$ cat src/rtl/bank_skew_feeder.sv
// Diagonal-skew read sequencer between the column memory bank and the systolic array.
// Define BANK_SKEW_REVERSE_EN to feed each lane's rows in descending order.
module bank_skew_feeder #(
    parameter int unsigned MatrixSize  = 4,
    parameter int unsigned DataSize    = 16,
    parameter int unsigned ReadLatency = 1
) (
    input  logic                                         clk_i,
    input  logic                                         reset_i,
    input  logic                                         start_i,
    input  logic                                         stall_i,
    input  logic [MatrixSize-1:0][DataSize-1:0]          bank_element_vector_i,
    output logic [MatrixSize-1:0][$clog2(MatrixSize)-1:0] read_location_vector_o,
    output logic [MatrixSize-1:0][DataSize-1:0]          skewed_element_vector_o,
    output logic [MatrixSize-1:0]                        lane_valid_o,
    output logic                                         busy_o,
    output logic                                         done_o
);

    localparam int unsigned AddrW = $clog2(MatrixSize);
    localparam int unsigned StepW = $clog2(2 * MatrixSize);
    localparam int unsigned CntW  = $clog2(ReadLatency + 1);
    localparam logic [StepW-1:0] LastStep = StepW'(2 * MatrixSize - 2);

    typedef enum logic [1:0] {StIdle, StIssue, StDrain} state_e;

    state_e                              state_q;
    logic [StepW-1:0]                    step_q;
    logic [CntW-1:0]                     drain_q;
    // Top bit of each pipe entry marks the final issue step so done lines up with its beat.
    logic [MatrixSize:0]                 pipe_q [ReadLatency];
    logic [MatrixSize-1:0][DataSize-1:0] skew_q;
    logic [MatrixSize-1:0]               lane_valid_q;
    logic                                done_q;

    logic [MatrixSize-1:0][AddrW-1:0]    issue_addr;
    logic [MatrixSize-1:0]               issue_vld;
    logic                                issue_last;
    logic signed [StepW:0]               diff;
    logic [MatrixSize:0]                 delayed;

    always_comb begin
        issue_addr = '0;
        issue_vld  = '0;
        diff       = '0;
        for (int unsigned i = 0; i < MatrixSize; i++) begin
            diff = $signed({1'b0, step_q}) - $signed((StepW + 1)'(i));
            if (state_q == StIssue && !diff[StepW] &&
                diff < $signed((StepW + 1)'(MatrixSize))) begin
                issue_vld[i] = 1'b1;
`ifdef BANK_SKEW_REVERSE_EN
                issue_addr[i] = AddrW'(MatrixSize - 1) - diff[AddrW-1:0];
`else
                issue_addr[i] = diff[AddrW-1:0];
`endif
            end
        end
        issue_last = (state_q == StIssue) && (step_q == LastStep);
    end

    assign delayed = pipe_q[ReadLatency-1];

    always_ff @(posedge clk_i) begin
        if (reset_i) begin
            state_q      <= StIdle;
            step_q       <= '0;
            drain_q      <= '0;
            skew_q       <= '0;
            lane_valid_q <= '0;
            done_q       <= 1'b0;
            for (int unsigned s = 0; s < ReadLatency; s++) begin
                pipe_q[s] <= '0;
            end
        end else if (!stall_i) begin
            pipe_q[0] <= {issue_last, issue_vld};
            for (int unsigned s = 1; s < ReadLatency; s++) begin
                pipe_q[s] <= pipe_q[s-1];
            end
            for (int unsigned i = 0; i < MatrixSize; i++) begin
                skew_q[i] <= delayed[i] ? bank_element_vector_i[i] : '0;
            end
            lane_valid_q <= delayed[MatrixSize-1:0];
            done_q       <= delayed[MatrixSize];

            unique case (state_q)
                StIdle: begin
                    if (start_i) begin
                        state_q <= StIssue;
                        step_q  <= '0;
                    end
                end
                StIssue: begin
                    if (step_q == LastStep) begin
                        state_q <= StDrain;
                        drain_q <= '0;
                    end else begin
                        step_q <= step_q + 1'b1;
                    end
                end
                StDrain: begin
                    // Final drain cycle is the one in which done is shown.
                    if (drain_q == CntW'(ReadLatency)) begin
                        state_q <= StIdle;
                    end else begin
                        drain_q <= drain_q + 1'b1;
                    end
                end
                default: state_q <= StIdle;
            endcase
        end
    end

    assign read_location_vector_o  = issue_addr;
    assign skewed_element_vector_o = skew_q;
    assign lane_valid_o            = lane_valid_q;
    assign busy_o                  = (state_q != StIdle);
    assign done_o                  = done_q;

endmodule

$ cat config.mk
export PLATFORM = sky130hd
export DESIGN_NAME = bank_skew_feeder
export DESIGN_NICKNAME = d
export VERILOG_FILES = /design/src/rtl/bank_skew_feeder.sv
export SDC_FILE = /design/constraint.sdc
export NUM_CORES = 1
export LEC_CHECK = 0
export BUFFER_PORTS_ARGS = -buffer_cell sky130_fd_sc_hd__buf_2
export CAP_MARGIN = 15
export CORE_MARGIN = 2
export CORE_UTILIZATION = 45
export DETAILED_ROUTE_END_ITERATION = 10
export GPL_TIMING_DRIVEN = 1
export HOLD_SLACK_MARGIN = 0.03
export PLACE_DENSITY = 0.79
export SETUP_SLACK_MARGIN = 0.3
export SLEW_MARGIN = 20
export SYNTH_ARGS = -nofsm -noshare
export SYNTH_HDL_FRONTEND = slang
export SYNTH_SLANG_ARGS = --single-unit
$ cat constraint.sdc
create_clock -name clk_i -period 1.85 [get_ports clk_i]
set_input_delay 0.2775 -clock clk_i [delete_from_list [all_inputs] [get_ports clk_i]]
set_output_delay 0.2775 -clock clk_i [all_outputs]
set_load 0.005 [all_outputs]
-- Word-level counts from Yosys, hierarchy flattened
Memory sizes are Yosys's and may differ from the RTL's.
Index checks and enable logic that the tools add are counted.
W data, S select, Z words.
- multiplexer cells: 29
- bitwise operators: 1
- reductions and logical operators: 19
- equality and inequality tests: 7
- add/sub/neg operators: 5
- order comparisons: 4
- operator list (cell ; number):
    $mux W16 ; 4
    $mux W2 ; 7
    $lt A4 B4 Y1 const B ; 3
    $mux W1 ; 12
    $logic_and A1 B1 Y1 ; 8
    $reduce_and A4 Y1 ; 2
    $sub A3 B2 Y4 const B ; 2
    $mux W3 ; 2
    $ne A2 B2 Y1 const B ; 3
    $pmux W2 S3 ; 1
    $pmux W3 S2 ; 1
    $reduce_bool A2 Y1 ; 3
    $mux W5 ; 1
    $reduce_or A5 Y1 ; 1
    $sub A3 B1 Y4 const B ; 1
    $add A3 B1 Y3 const B ; 1
    $eq A3 B3 Y1 const B ; 1
    $logic_not A1 Y1 ; 3
    $lt A3 B3 Y1 const B ; 1
    $reduce_and A3 Y1 ; 1
    $eq A2 B1 Y1 const B ; 1
    $eq A2 B2 Y1 const B ; 1
    $logic_not A2 Y1 ; 1
    $ne A2 B1 Y1 const B ; 1
    other kinds (3) ; 3
- bits of input ports: 68
- memories kept: 1
- bits in writable memories: 5
- output and inout port bits: 78
- register bits: 75
- word-level logic and storage cells: 75
- memories (name ; depth ; width ; rd ports ; clocked after Yosys merged registers in ; wr ports ; RTL line ; RTL):
    pipe_q ; 1 ; 5 ; 1 ; 0 ; 1 ; 31 ; logic [MatrixSize:0] pipe_q [ReadLatency];

-- Depth between registers and ports, before layout
- depth in word-level cells: 6
- depth in mapped cells: 6
- mapped depth without buffers: 5

-- Least setup slack after synthesis
No wires, ideal clock.
- path kind: register to output
- start: register step_q[0]
- end: output read_location_vector_o[3] (netlist name)
- slack: 0.249 ns
- buffers on the path: 0
- data required time: 1.572 ns
- stages on the path, launching flop included: 6
- arrival: 1.324 ns
- cell sequence: dfxtp_1 inv_1 ha_1 or2_2 o21ai_0 and3b_1
- RTL lines (element ; RTL line ; RTL):
    start: declaration ; 28 ; logic [StepW-1:0] step_q;
    start signal: assignment ; 97 ; step_q <= step_q + 1'b1;
    end: declaration ; 13 ; output logic [MatrixSize-1:0][$clog2(MatrixSize)-1:0] read_location_vector_o,

==> summary.txt <==
IO Port Bufs - 145
TritonCTS Buffers - 9
First-pass iteration count of the detailed router - 4
Compound-Gate Fraction of Synth Area - 24.1%
Placer Congestion - 0.821
Critical path peak fanout - 4
CP Capture Type - primary output
Hold Buf Count CTS - 0
Peak supply drop - 0.000470 V
Die area - 6960 µm²
CP required - 1570 ps
Die Y - 83.4 µm
Hold Worst Slack - 149 ps
Worst-path clk slew - 80 ps
Combinational family with the most area after synthesis - compound AO/OA/AOI/OAI gates
Clk root buf - clkbuf_8
Syn Inst Count - 239
Worst Tran Pin Value - 493 ps
Netlist cell types - 38
Met1 Use GR - 27.1%
Sequential fraction of the synthesis area - 58.2%
First-pass GRT wire length - 12400 µm
ANT cells - 0
R2r setup slk - 260 ps
Ys flop type - dfxtp_1
H-tree level count - 3
Initial core utilization - 47.1%
CTS sink cnt - 80
Mux share of post-synthesis cell area - 0.705%
Final setup viols - 0
Tmin final - 1820 ps
Post-Synth Simple-Gate Area - 9.08%
Post-synthesis async set-or-reset flop share - 0%
Crit-path slowest cell - dfxtp_4
Drc violations - 0
Final wirelength - 8050 µm
Startpoint Class - register
Vias in the first global route - 2535
Leakage - 2.14 nW
Initial antenna violation count - 0
Setup tns final - 0 ps
Share of cells above drive strength 1 - 56.2%
Status - completed
Max incr delay on CP - 400 ps
Per-cell routed wire length - 16.6 µm
Core area - 6030 µm²
Die width - 83.4 µm
Num rows - 28
Worst EP arrival - 1550 ps
Post-DP HPWL - 5080 µm
#FFs+latches synth - 80
DR iter-0 viols - 142
Post-route cell area - 4240 µm²
Largest net degree at the start of global routing - 50
Synth Net Count - 313
Dpl cell area - 3650 µm²
RSZ-0062 raised after global routing - true
Post-DR vias/cell - 5.30
# nets final - 481
Antenna Nets Post-Route - 0
Worst rel slew slack - 66.8%
All-Layer GR Usage - 21.6%
Avg Inst Size Synth - 11.9 µm²
Skew final - 7.33 ps
Top Ports - 146
Hold WC Path Type - in -> reg
CTS tree - built
Crit path cell chain - inv_4 > ha_4 > or2_4 > o21ai_2 > and3b_1 > buf_2
Xor and xnor area share after synthesis - 0.309%
Area Overhead vs Synth - 49.4%
Grt ovf - 0
Fin. Hold Viols - 0
DR vias - 2577
Clock latency on the worst-skew pair - 330 ps
Adder-cell area share of the yosys netlist - 2.64%
Met3 Resource Use GR - 4.87%
Mapped cell area - 2840 µm²
Fmax - 548 MHz
Total of max-cap violations - 0
WS Path Type - reg -> out
Number of synthesized flops with an enable pin - 5
Clock buffer depth - 2
Period utilisation layout - 98.6%
Final Slew Violations - 0
Synth Warn # - 0
GR Layer Usage met2 - 35.9%
GRT Max-Usage Layer - met2
PD cells - 815 nW/µm²
## power by group
part | internal (mW) | leakage [nW] | switching, mW
clock | 0.695 | 0.106 | 0.603
sequential | 1.78 | 0.667 | 0.0239
combinational | 0.184 | 1.36 | 0.174
total | 2.66 | 2.14 | 0.801
## repair_timing
item                       in CTS  in global routing
gates cloned                    1                  0
pin swaps                       4                 11
setup buffers                  13                  6
setup endpoints to repair      12                 14
resized for setup              40                 20
## per-stage QoR
stage	instances	setup WS [ps]	util (%)	total power, mW
final	486	25.9	70.4	3.46
after global routing	486	-35.6	70.4	3.60
after CTS	480	43.0	67.8	3.44
after detailed placement	451	113	60.5	2.12
after global placement	451	180	60.5	2.11
after floorplan	239	320	-	1.97
## layout make-up
| type | count | area [µm²] |
|---|---|---|
| well taps | 75 | 93.8 |
| repair buffers | 176 | 992 |
| multi-input cells | 133 | 1250 |
| inverters | 7 | 33.8 |
| clock inverters | 4 | 52.6 |
| clock buffers | 11 | 151 |
| flip-flops and latches | 80 | 1670 |
| fillers | 433 | 1790 |
## path summary, 6_finish.rpt
kind | from | to | depth (start not counted)
setup reg to reg | state_q[1] | state_q[1] | 6
hold reg to reg | lane_valid_o[3] | lane_valid_o[3] | 1
hold / removal | bank_element_vector_i[59] | skewed_element_vector_o[59] | 2
setup / recovery | step_q[1] | read_location_vector_o[3] | 6
## kinds of logic after synthesis
logic type | after synthesis
xor gates and xnor gates | 1
buffers and inverters | 26
muxes | 2
and+or+nand+nor | 42
DFF | 80
adders and majority gates | 6
AOI/OAI and AO/OA | 82
## cells in the mapped netlist (2+ instances only)
cell,count,area (µm²)
dfxtp_1,75,1500
a22o_1,64,561
buf_2,11,55.1
and3_1,7,43.8
inv_1,7,26.3
buf_4,6,45.0
ha_1,6,75.1
nor2_1,6,22.5
edfxtp_1,5,150
a21o_1,4,30.0
and2_1,4,25.0
nand2_1,4,15.0
a21oi_1,3,15.0
nor2b_1,3,18.8
nor4_1,3,18.8
o21ai_0,3,15.0
a211oi_1,2,15.0
mux2i_1,2,20.0
nand2b_1,2,12.5
nor3b_1,2,15.0
o41ai_1,2,17.5
or2b_1,2,15.0
## critical path, delay by kind of cell (launching register included)
family,cells,cell delay [ps]
adders and majority gates,1,150
and+or+nand+nor,2,390
AOI/OAI and AO/OA,1,120
DFF,1,400
buffers and inverters,2,150
## registers in the layout, indices dropped and copies added, names as in the netlist
register	cells
skewed_element_vector_o	64
pipe_q	5
lane_valid_o	4
step_q	3
state_q	2
done_o	1
drain_q	1
## layout by cell type, fill, tap and decap left out, types with 2 or more instances in the layout
master | synthesis | routed
nor3b_2 | 0 | 2
buf_2 | 11 | 144
inv_4 | 0 | 3
nor2_1 | 6 | 5
buf_6 | 1 | 5
dfxtp_4 | 0 | 4
nand2_1 | 4 | 3
inv_1 | 7 | 3
a22o_1 | 64 | 64
o41ai_2 | 0 | 2
mux2i_1 | 2 | 2
a21o_1 | 4 | 4
nand2b_1 | 2 | 2
and3_1 | 7 | 4
o21ai_2 | 0 | 2
buf_4 | 6 | 26
and2_1 | 4 | 4
nor2_4 | 0 | 2
a21oi_1 | 3 | 2
ha_4 | 0 | 5
and3_4 | 0 | 3
edfxtp_1 | 5 | 5
or2b_1 | 2 | 2
nor2b_4 | 1 | 3
dfxtp_1 | 75 | 70
clkbuf_8 | 0 | 11
## layer usage
| layer | wire length, µm | vias up |
|---|---|---|
| met5 | 0 | - |
| met4 | 150 | 0 |
| met3 | 556 | 18 |
| met2 | 4090 | 118 |
| met1 | 3250 | 1216 |
| li1 | - | 1225 |
Power figures use the tool's default switching activity.
